### src/rtl/comp_host_initiator_pkg.sv
// Shared widths, pin encodings and FSM states for the compression chip initiator.
package comp_pkg;

  localparam int DATA_W_DEF  = 80;
  localparam int CODE_W_DEF  = 8;
  localparam int TIMEOUT_DEF = 16;
  localparam int CNT_W_DEF   = 16;

  typedef enum logic [1:0] {
    CMD_NOP    = 2'b00,
    CMD_COMP   = 2'b01,
    CMD_DECOMP = 2'b10,
    CMD_ERR    = 2'b11
  } cmd_e;

  typedef enum logic [1:0] {
    RSP_NONE      = 2'b00,
    RSP_COMP_OK   = 2'b01,
    RSP_DECOMP_OK = 2'b10,
    RSP_ERR       = 2'b11
  } rsp_e;

  typedef enum logic [1:0] {
    ST_IDLE  = 2'b00,
    ST_ISSUE = 2'b01,
    ST_WAIT  = 2'b10,
    ST_HOLD  = 2'b11
  } state_e;

  // Only compress and decompress ever reach the chip.
  function automatic logic op_is_valid(input logic [1:0] op);
    return (op == CMD_COMP) || (op == CMD_DECOMP);
  endfunction

endpackage

### src/rtl/comp_host_initiator_if.sv
// Host request/response handshakes plus the chip pin bundle driven by the initiator.
interface comp_host_initiator_if
  import comp_pkg::*;
#(
  parameter int DATA_W = DATA_W_DEF,
  parameter int CODE_W = CODE_W_DEF
);

  logic              req_valid;
  logic              req_ready;
  logic [1:0]        req_op;
  logic [DATA_W-1:0] req_data;
  logic [CODE_W-1:0] req_code;

  logic              rsp_valid;
  logic              rsp_ready;
  logic [1:0]        rsp_status;
  logic              rsp_timeout;
  logic [CODE_W-1:0] rsp_code;
  logic [DATA_W-1:0] rsp_data;

  logic [1:0]        chip_command;
  logic [DATA_W-1:0] chip_data;
  logic [CODE_W-1:0] chip_code;
  logic [1:0]        chip_response;
  logic [CODE_W-1:0] chip_compressed;
  logic [DATA_W-1:0] chip_decompressed;

  modport master (
    input  req_valid, req_op, req_data, req_code, rsp_ready,
    input  chip_response, chip_compressed, chip_decompressed,
    output req_ready, rsp_valid, rsp_status, rsp_timeout, rsp_code, rsp_data,
    output chip_command, chip_data, chip_code
  );

  modport slave (
    output req_valid, req_op, req_data, req_code, rsp_ready,
    output chip_response, chip_compressed, chip_decompressed,
    input  req_ready, rsp_valid, rsp_status, rsp_timeout, rsp_code, rsp_data,
    input  chip_command, chip_data, chip_code
  );

endinterface

### src/rtl/comp_host_initiator_sat_counter.sv
// Saturating up-counter with synchronous clear; clear wins over increment.
module comp_sat_counter #(
  parameter int W = 8
) (
  input  logic         clk,
  input  logic         reset,
  input  logic         clr,
  input  logic         inc,
  output logic [W-1:0] q
);

  always_ff @(posedge clk or negedge reset) begin
    if (!reset) begin
      q <= '0;
    end else if (clr) begin
      q <= '0;
    end else if (inc && (q != {W{1'b1}})) begin
      q <= q + W'(1);
    end
  end

endmodule

### src/rtl/comp_host_initiator.sv
// Host-side initiator for the compression chip: one-cycle command issue,
// bounded response wait, and a held result with a saturating error tally.
module comp_host_initiator
  import comp_pkg::*;
#(
  parameter int DATA_W  = DATA_W_DEF,
  parameter int CODE_W  = CODE_W_DEF,
  parameter int TIMEOUT = TIMEOUT_DEF,
  parameter int CNT_W   = CNT_W_DEF
) (
  input  logic                  clk,
  input  logic                  reset,
  comp_host_initiator_if.master bus,
  output logic [CNT_W-1:0]      err_count
);

  // state | meaning
  // IDLE  | req_ready high, waiting for a request
  // ISSUE | chip_command carries the op for this single cycle
  // WAIT  | command back to NOP, sampling chip_response against the timer
  // HOLD  | rsp_valid high, result frozen until rsp_ready

  localparam int TMR_W = $clog2(TIMEOUT + 1);

  localparam logic [1:0] S_IDLE  = ST_IDLE;
  localparam logic [1:0] S_ISSUE = ST_ISSUE;
  localparam logic [1:0] S_WAIT  = ST_WAIT;
  localparam logic [1:0] S_HOLD  = ST_HOLD;

  logic [1:0]        state;
  logic [TMR_W-1:0]  timer_q;
  logic [1:0]        resp;
  logic [CODE_W-1:0] cmp_code;
  logic [DATA_W-1:0] dec_word;
  logic              acc;
  logic              tmo_hit;
  logic              timer_clr;
  logic              timer_inc;
  logic              err_inc;

  assign resp     = bus.chip_response;
  assign cmp_code = bus.chip_compressed;
  assign dec_word = bus.chip_decompressed;

  always_comb begin
    acc       = (state == S_IDLE) && bus.req_ready && bus.req_valid;
    // Last WAIT edge: the timer has counted TIMEOUT-1 silent cycles already.
    tmo_hit   = (timer_q == TMR_W'(TIMEOUT - 1));
    timer_clr = (state == S_ISSUE);
    timer_inc = (state == S_WAIT) && (resp == RSP_NONE);
    err_inc   = (acc && !op_is_valid(bus.req_op)) ||
                ((state == S_WAIT) &&
                 ((resp == RSP_ERR) || ((resp == RSP_NONE) && tmo_hit)));
  end

  comp_sat_counter #(.W(TMR_W)) u_wait_timer (
    .clk   (clk),
    .reset (reset),
    .clr   (timer_clr),
    .inc   (timer_inc),
    .q     (timer_q)
  );

  comp_sat_counter #(.W(CNT_W)) u_err_counter (
    .clk   (clk),
    .reset (reset),
    .clr   (1'b0),
    .inc   (err_inc),
    .q     (err_count)
  );

  always_ff @(posedge clk or negedge reset) begin
    if (!reset) begin
      state            <= S_IDLE;
      bus.req_ready    <= 1'b0;
      bus.rsp_valid    <= 1'b0;
      bus.rsp_status   <= RSP_NONE;
      bus.rsp_timeout  <= 1'b0;
      bus.rsp_code     <= '0;
      bus.rsp_data     <= '0;
      bus.chip_command <= CMD_NOP;
      bus.chip_data    <= '0;
      bus.chip_code    <= '0;
    end else begin
      case (state)
        S_IDLE: begin
          if (acc) begin
            bus.req_ready <= 1'b0;
            if (op_is_valid(bus.req_op)) begin
              bus.chip_command <= bus.req_op;
              bus.chip_data    <= bus.req_data;
              bus.chip_code    <= bus.req_code;
              state            <= S_ISSUE;
            end else begin
              bus.rsp_status  <= RSP_ERR;
              bus.rsp_timeout <= 1'b0;
              bus.rsp_valid   <= 1'b1;
              state           <= S_HOLD;
            end
          end else begin
            bus.req_ready <= 1'b1;
          end
        end

        S_ISSUE: begin
          bus.chip_command <= CMD_NOP;
          state            <= S_WAIT;
        end

        S_WAIT: begin
          // A real response on the final cycle still beats the timeout.
          if (resp != RSP_NONE) begin
            bus.rsp_status <= resp;
            if (resp == RSP_COMP_OK) begin
              bus.rsp_code <= cmp_code;
            end
            if (resp == RSP_DECOMP_OK) begin
              bus.rsp_data <= dec_word;
            end
            bus.rsp_valid <= 1'b1;
            state         <= S_HOLD;
          end else if (tmo_hit) begin
            bus.rsp_status  <= RSP_ERR;
            bus.rsp_timeout <= 1'b1;
            bus.rsp_valid   <= 1'b1;
            state           <= S_HOLD;
          end
        end

        S_HOLD: begin
          if (bus.rsp_ready) begin
            bus.rsp_valid   <= 1'b0;
            bus.rsp_timeout <= 1'b0;
            bus.req_ready   <= 1'b1;
            state           <= S_IDLE;
          end
        end
      endcase
    end
  end

endmodule
### src/flat_wrapper.sv
// flat-port wrapper written by rule: the top's interface ports become plain ports
module comp_host_initiator_flat import comp_pkg::*;
#(
  parameter int DATA_W  = DATA_W_DEF,
  parameter int CODE_W  = CODE_W_DEF,
  parameter int TIMEOUT = TIMEOUT_DEF,
  parameter int CNT_W   = CNT_W_DEF
)
  (clk, reset, err_count, bus_req_valid, bus_req_op, bus_req_data, bus_req_code, bus_rsp_ready, bus_chip_response, bus_chip_compressed, bus_chip_decompressed, bus_req_ready, bus_rsp_valid, bus_rsp_status, bus_rsp_timeout, bus_rsp_code, bus_rsp_data, bus_chip_command, bus_chip_data, bus_chip_code);
  comp_host_initiator_if #(.DATA_W(DATA_W), .CODE_W(CODE_W)) bus_i ();
  input  logic clk;
  input  logic reset;
  output logic [CNT_W-1:0] err_count;
  input wire logic [$bits(bus_i.req_valid)-1:0] bus_req_valid;
  input wire logic [$bits(bus_i.req_op)-1:0] bus_req_op;
  input wire logic [$bits(bus_i.req_data)-1:0] bus_req_data;
  input wire logic [$bits(bus_i.req_code)-1:0] bus_req_code;
  input wire logic [$bits(bus_i.rsp_ready)-1:0] bus_rsp_ready;
  input wire logic [$bits(bus_i.chip_response)-1:0] bus_chip_response;
  input wire logic [$bits(bus_i.chip_compressed)-1:0] bus_chip_compressed;
  input wire logic [$bits(bus_i.chip_decompressed)-1:0] bus_chip_decompressed;
  output wire logic [$bits(bus_i.req_ready)-1:0] bus_req_ready;
  output wire logic [$bits(bus_i.rsp_valid)-1:0] bus_rsp_valid;
  output wire logic [$bits(bus_i.rsp_status)-1:0] bus_rsp_status;
  output wire logic [$bits(bus_i.rsp_timeout)-1:0] bus_rsp_timeout;
  output wire logic [$bits(bus_i.rsp_code)-1:0] bus_rsp_code;
  output wire logic [$bits(bus_i.rsp_data)-1:0] bus_rsp_data;
  output wire logic [$bits(bus_i.chip_command)-1:0] bus_chip_command;
  output wire logic [$bits(bus_i.chip_data)-1:0] bus_chip_data;
  output wire logic [$bits(bus_i.chip_code)-1:0] bus_chip_code;
  assign bus_i.req_valid = bus_req_valid;
  assign bus_i.req_op = bus_req_op;
  assign bus_i.req_data = bus_req_data;
  assign bus_i.req_code = bus_req_code;
  assign bus_i.rsp_ready = bus_rsp_ready;
  assign bus_i.chip_response = bus_chip_response;
  assign bus_i.chip_compressed = bus_chip_compressed;
  assign bus_i.chip_decompressed = bus_chip_decompressed;
  assign bus_req_ready = bus_i.req_ready;
  assign bus_rsp_valid = bus_i.rsp_valid;
  assign bus_rsp_status = bus_i.rsp_status;
  assign bus_rsp_timeout = bus_i.rsp_timeout;
  assign bus_rsp_code = bus_i.rsp_code;
  assign bus_rsp_data = bus_i.rsp_data;
  assign bus_chip_command = bus_i.chip_command;
  assign bus_chip_data = bus_i.chip_data;
  assign bus_chip_code = bus_i.chip_code;
  comp_host_initiator #(.DATA_W(DATA_W), .CODE_W(CODE_W), .TIMEOUT(TIMEOUT), .CNT_W(CNT_W)) u_core (.clk(clk), .reset(reset), .bus(bus_i), .err_count(err_count));
endmodule
### config.mk
export PLATFORM = sky130hd
export DESIGN_NAME = comp_host_initiator_flat
export DESIGN_NICKNAME = d
export VERILOG_FILES = /design/src/rtl/comp_host_initiator_pkg.sv /design/src/rtl/comp_host_initiator_if.sv /design/src/rtl/comp_host_initiator_sat_counter.sv /design/src/rtl/comp_host_initiator.sv /design/src/flat_wrapper.sv
export SDC_FILE = /design/constraint.sdc
export NUM_CORES = 1
export LEC_CHECK = 0
export ABC_AREA = 1
export BUFFER_PORTS_ARGS = -buffer_cell sky130_fd_sc_hd__buf_2
export CAP_MARGIN = 20
export CORE_MARGIN = 2
export CORE_UTILIZATION = 30
export CTS_CLUSTER_SIZE = 20
export DETAILED_ROUTE_END_ITERATION = 10
export PLACE_DENSITY_LB_ADDON = 0.15
export SLEW_MARGIN = 5
export SYNTH_ARGS = -nofsm -noshare
export SYNTH_HDL_FRONTEND = slang
export SYNTH_SLANG_ARGS = --single-unit
### constraint.sdc
create_clock -name clk -period 1.6 [get_ports clk]
set_input_delay 0.16 -clock clk [delete_from_list [all_inputs] [get_ports clk]]
set_output_delay 0.16 -clock clk [all_outputs]
set_load 0.05 [all_outputs]
---- Yosys cells after proc, flatten, opt, wreduce, memory -nomap -nowiden ----
Index checks and enable logic that the tools add are counted.
storage, ports and cells
  register bits ........................... 206
  output and inout bits ................... 199
  word-level logic and storage cells ...... 89
operators by class
  $add $sub $neg .......................... 2
  equal/unequal tests ..................... 18
  muxes and demuxes ....................... 28
  reductions and logical operators ........ 29
operator list
  operator                 count
  $mux W2                  10
  $add A16 B1 Y16 const B  1
  $ne A16 B16 Y1 const B   1
  $reduce_and A3 Y1        5
  $eq A2 B2 Y1 const B     5
  $mux W1                  10
  $mux W5                  2
  $reduce_bool A2 Y1       5
  $logic_and A1 B1 Y1      8
  $ne A2 B2 Y1 const B     4
  $pmux W2 S2              2
  $pmux W2 S4              1
  $eq A2 B1 Y1 const B     3
  $pmux W1 S3              2
  $reduce_and A6 Y1        1
  $add A5 B1 Y5 const B    1
  $eq A5 B4 Y1 const B     1
  $ne A5 B5 Y1 const B     1
  $reduce_and A5 Y1        1
  $logic_not A2 Y1         2
  $ne A2 B1 Y1 const B     2
  $reduce_and A4 Y1        1
  $logic_or A1 B1 Y1       3
  $ne A3 B2 Y1 const B     1
  4 further kinds          4

---- Longest topological paths before layout ----
  depth after elaboration ................. 6
  depth in mapped cells ................... 12

---- Hierarchy ----
From an unflattened synthesis, not the netlist that was laid out.
second synthesis, totals
  cells, all modules ...................... 824
  area total of the unflattened synthesis .. 8,440.6 um^2
by module, submodules not included
  module                                    times used  cells each  area an instance (um^2)
  comp_host_initiator                       1           645         7,136.8
  comp_sat_counter at u_core.u_err_counter  1           144         1,037.2
  comp_sat_counter at u_core.u_wait_timer   1           35          266.5

---- Least setup slack after synthesis ----
OpenSTA, ideal clock, no wires.
  path kind ............................... register to register
  start ................................... reg u_core.u_err_counter.q[1]
  end ..................................... reg u_core.u_err_counter.q[6]
  arrival time ............................ 1.636 ns
  slack ................................... -0.154 ns
  cell stages (with the launch flop) ...... 10
  buffers on the path ..................... 1
  period minus slack after synthesis ...... 1.754 ns
  cells stage by stage .................... dfrtp_1 ha_1 nand3_2 inv_2 nand3_1 nor2_2 nor2_4 buf_6 nand2_1 nand2_1
between the ends
  longest elaborated chain between the ends .. 2
ends and longest elaborated chain
  what                                                                     RTL line                               text
  from (decl)                                                              comp_host_initiator_sat_counter.sv:9   output logic [W-1:0] q
  from (signal assigned)                                                   comp_host_initiator_sat_counter.sv:18  q <= q + W'(1);
  parallel branches: the longest is 2 deep, another holds $add A16 B1 Y16  --
Several ways; the timed one is not identified.
A chain may end at the register's enable or synchronous reset.

---- Worst setup path in the final report ----
  start ................................... reg u_core.state[0]
  end ..................................... reg u_core.bus.rsp_data[75]
between the ends
  longest elaborated chain between the ends .. 2
ends and longest elaborated chain
  what                         RTL line                      text
  from (decl)                  comp_host_initiator.sv:30     logic [1:0] state;
  from (signal assigned)       comp_host_initiator.sv:74     state <= S_IDLE;
  from (signal assigned)       comp_host_initiator.sv:93     state <= S_ISSUE;
  from (signal assigned)       comp_host_initiator.sv:98     state <= S_HOLD;
  $eq A2 B2 Y1                 comp_host_initiator.sv:85     case (state)
  $reduce_and A3 Y1 (no line)  --
  to (signal assigned)         comp_host_initiator.sv:118    bus.rsp_data <= dec_word;
  to (decl)                    comp_host_initiator_if.sv:32  output req_ready, rsp_valid, rsp_status, rsp_timeout, rsp_code, rsp_data,
Every way passes these cells.

==> Implementation_results.wiki <==
{| class="wikitable"
! Metric !! Value
|-
| Total of flip-flops plus latches after synthesis || slightly above 200
|-
| # setup viols final || 8
|-
| Largest driver fanout on the critical path || 32
|-
| Diodes inserted || 0
|-
| Xor and xnor area share after synthesis || less than 1%
|-
| Mux share of post-synthesis cell area || 11.75%
|-
| Area Growth Syn to Fin || 67.35%
|-
| Crit end category || flip-flop
|-
| Slew at the pin closest to its max-slew limit || around 420 ps
|-
| Vias after detailed routing || around 8000
|-
| Power density of the placed cells || roughly 2100 nW/um^2
|-
| Number of rows in the core area || 61
|-
| Total Die Area || around 30000 um^2
|-
| Initial antenna violation count || 0
|-
| Startpoint type of the worst setup path || flip-flop
|-
| Clock skew || 10.60 ps
|-
| Min cycle time layout || ~1600 ps
|-
| Final HPWL from detailed placement || about 18 mm
|-
| Sequential cell area fraction in the yosys report || between 60% and 70%
|-
| Pin count of the biggest net entering global routing || 42
|-
| Total power after layout || approximately 30 mW
|-
| Biggest cell delay along the critical path || between 300 and 400 ps
|-
| Fraction of final layout cells with drive strength greater than 1 || around 39%
|-
| Global-route track usage on met3 || 5.177%
|-
| Final Max Tran Viols || 0
|-
| Critical Path, Cell by Cell || inv_2 > ha_4 > inv_4 > nor2_4 > nand2_4 > buf_12 > mux2_1
|-
| Worst R2R Setup Slack || -3 ps
|-
| Largest family of logic cells by synthesized area || simple AND/OR/NAND/NOR gates
|-
| Met1 Track Usage GR || 20.68%
|-
| Die boundary height || between 150 and 200 um
|-
| Vias in the first global route || 7914
|-
| Via density || approximately 4.3
|-
| Post-synthesis instance area || 8436 um^2
|-
| Launch point of the worst reg-to-reg path || u_core.state[0]$_DFFE_PN0P_
|-
| Hold Path Class || in -> async
|-
| Status || finished, violations left
|-
| Die width || 171.7 um
|-
| Peak supply drop || 1.208 mV
|-
| Avg Cell Area, Syn || roughly 10 um^2
|-
| Hold Violations, Final || 0
|-
| Pre-CTS worst setup slack || -40.79 ps
|-
| Number of detailed-routing iterations run before antenna repair || 4
|-
| Violated checks || negative setup slack
|-
| Port-buffer cells || 382
|-
| Layout Utilization || approximately half
|-
| GRT Max-Usage Layer || met2
|-
| Post-synthesis cell type count || 29
|-
| Post-Syn Nets || 1000
|-
| Setup repair after global routing missed its margin || true
|-
| Initial core utilization || between 30% and 40%
|-
| Data arrival time at the worst-slack endpoint || 1990 ps
|-
| Slowest stage cell, crit path || sky130_fd_sc_hd__dfrtp_1
|-
| Post-Synth Adder-Cell Area || around 1.3%
|-
| Number of warnings printed during yosys synthesis || 0
|-
| Master cell of the clock root buffer || sky130_fd_sc_hd__clkbuf_16
|-
| Wire length of the first global-routing pass || between 40 and 50 mm
|-
| DRC || 0
|-
| Fmax || 623.8 MHz
|-
| Routed length per placed instance || about 15 um
|-
| R2R depth || 7
|-
| Total global routing overflow || 0
|-
| TritonCTS sink count || about 210
|-
| Number of clock buffers inserted by TritonCTS || 24
|-
| Worst rel slew slack || roughly 72%
|-
| Total number of nets in the final design || 1609
|-
| Htree depth || 1
|-
| Maximum clock insertion buffer count || 3
|-
| Synthesized-area fraction occupied by and/or/nand/nor cells || between 20 and 25%
|-
| Clk slew on worst S/H paths || ~60 ps
|-
| Final worst path period share || 100.2%
|-
| Core area || 27710 um^2
|-
| Global placer's final weighted congestion || ~0.74
|-
| Setup Total Neg Slack || -12.04 ps
|-
| Violation count after the first detailed-routing iteration || between 200 and 300
|-
| Compound-Gate Fraction of Synth Area || 0.9789%
|-
| Number of top-level pins || roughly 380
|-
| Number of instances in the synthesized netlist || between 800 and 900
|-
| Final setup margin || -3.113 ps
|-
| Total global-route track usage || between 15 and 20%
|-
| Antenna-violating nets left || 0
|-
| Final wirelength || about 27 mm
|-
| Reg-to-reg endpoint || u_core.bus.rsp_data[75]$_DFFE_PN0P_
|-
| Number of max-cap violations || 0
|-
| Leakage power summed over all cells || between 7 and 8 nW
|-
| Insertion delay to the later sink of the worst-skew pair || 520 ps
|-
| Required time of the worst setup path || around 2000 ps
|-
| Category of the most critical setup path || reg -> reg
|-
| Met2 track demand over resource || between 20% and 30%
|-
| TritonCTS clock tree || yes
|}
## worst max-delay path, delay by kind of cell, from the launching register on
family / cells / cell delay (ps)
buf+inv: 3 / 370
simple gates: 2 / 210
fa+ha+maj: 1 / 170
flops: 1 / 380
mux: 1 / 320
## report_power, final
part / internal, mW / leakage [nW] / switching (mW)
clock: 3.46 / 0.401 / 2.14
sequential: 7.53 / 2.55 / 1.30
combinational: 4.23 / 4.55 / 11.4
total: 15.2 / 7.50 / 14.8
## flip-flops by register name, summed over array words and instances (netlist names)
register,cells
u_core.bus.chip_code,8
u_core.bus.chip_command,2
u_core.bus.chip_data,80
u_core.bus.req_ready,1
u_core.bus.rsp_code,8
u_core.bus.rsp_data,80
u_core.bus.rsp_status,2
u_core.bus.rsp_timeout,1
u_core.bus.rsp_valid,1
u_core.state,2
u_core.u_err_counter.q,16
u_core.u_wait_timer.q,5
## final cells by class
class,count,area [um^2]
clock buffer,39,738.2
clock inverter,5,75.07
fill,2454,13590
inverter,25,103.9
multi-input combinational,547,3219
sequential,206,5165
tap,378,473.0
timing repair buffer,612,4343
## per-layer routing
layer  vias up  part of all wire [%]  wire [um]
li1       3772                     -          -
met1      3659                    40      10850
met2       308                    48      12930
met3        43                   9.3       2486
met4         0                   2.3        607
met5         -                     0          0
## cells by family (layout without fill, tap and decap cells)
family / count (synthesis) / after routing
buffers and inverters: 54 / 681
adder cells (fa/ha/maj): 9 / 9
AND/OR/NAND/NOR: 427 / 427
flip-flops: 206 / 206
multiplexers: 88 / 88
XOR/XNOR: 8 / 8
AO/OA/AOI/OAI: 15 / 15
## stage by stage
stage / hold WS, ps / area [um^2] / cells
after global placement: 137.4 / 11080 / 1577
after global routing: 166.9 / 14120 / 1812
after floorplan: -135.6 / 8452 / 807
after CTS: 150.9 / 13750 / 1801
final: 158.2 / 14120 / 1812
after detailed placement: 131.9 / 11080 / 1577
## cell usage after synthesis
cell type | n | share of area (%)
sky130_fd_sc_hd__mux2_1 | 79 | 11
sky130_fd_sc_hd__nand3_1 | 16 | 0.95
sky130_fd_sc_hd__nand3b_1 | 3 | 0.27
sky130_fd_sc_hd__nand4_1 | 5 | 0.37
sky130_fd_sc_hd__nor2_1 | 17 | 0.76
sky130_fd_sc_hd__buf_6 | 11 | 1.5
sky130_fd_sc_hd__xor2_1 | 4 | 0.42
sky130_fd_sc_hd__clkinv_1 | 2 | 0.089
sky130_fd_sc_hd__nor2_2 | 5 | 0.37
sky130_fd_sc_hd__xnor2_1 | 4 | 0.42
sky130_fd_sc_hd__ha_1 | 9 | 1.3
sky130_fd_sc_hd__buf_2 | 10 | 0.59
sky130_fd_sc_hd__a21oi_1 | 2 | 0.12
sky130_fd_sc_hd__inv_2 | 5 | 0.22
sky130_fd_sc_hd__a22o_1 | 1 | 0.10
sky130_fd_sc_hd__nand2_4 | 2 | 0.27
sky130_fd_sc_hd__buf_4 | 1 | 0.089
sky130_fd_sc_hd__nor3_1 | 2 | 0.12
sky130_fd_sc_hd__nand3_2 | 3 | 0.36
sky130_fd_sc_hd__o21ai_0 | 9 | 0.53
sky130_fd_sc_hd__nor2_4 | 2 | 0.27
sky130_fd_sc_hd__o22ai_1 | 3 | 0.22
sky130_fd_sc_hd__mux2_2 | 9 | 1.2
sky130_fd_sc_hd__inv_1 | 18 | 0.80
sky130_fd_sc_hd__nand2_2 | 3 | 0.22
sky130_fd_sc_hd__or2_2 | 2 | 0.15
sky130_fd_sc_hd__nand2_1 | 367 | 16
sky130_fd_sc_hd__clkbuf_1 | 7 | 0.31
sky130_fd_sc_hd__dfrtp_1 | 206 | 61
## cells in the final DEF, fill, tap and decap left out, drive strengths merged, types with 3 or more instances in the layout
cell	n
nor2	24
clkbuf	43
buf	428
nand3b	3
nand3	19
nand2	372
o22ai	3
dfrtp	206
nand4	5
mux2	88
o21ai	9
clkinv	4
dlygate4sd3	180
inv	24
xor2	4
xnor2	4
ha	9
## how the worst max path moves through the flow
stage / startpoint / end / slack (ps) / depth (start not counted)
final: u_core.state[0]$_DFFE_PN0P_ / u_core.bus.rsp_data[75]$_DFFE_PN0P_ / -3 / 7
after global routing: u_core.u_wait_timer.q[1]$_DFFE_PN0P_ / u_core.u_err_counter.q[14]$_DFFE_PN0P_ / -100 / 11
after CTS: u_core.state[1]$_DFFE_PN0P_ / u_core.bus.chip_data[33]$_DFFE_PN0P_ / -20 / 9
after detailed placement: u_core.u_wait_timer.q[1]$_DFFE_PN0P_ / u_core.u_err_counter.q[8]$_DFFE_PN0P_ / -40 / 11
after global placement: u_core.u_wait_timer.q[0]$_DFFE_PN0P_ / u_core.u_err_counter.q[5]$_DFFE_PN0P_ / -9 / 11
after floorplan: u_core.state[0]$_DFFE_PN0P_ / u_core.bus.rsp_data[0]$_DFFE_PN0P_ / 2 / 8
## timing repair
item | CTS | global route
buffers inserted | 0 | 7
pin swaps | 1 | 10
setup endpoints to repair | 75 | 164
hold buffers | 180 | 0
resized for setup | 13 | 69
endpoints found under the hold margin | 369 | 0
cloned | 0 | 4
(Power assumes the default switching activity.)
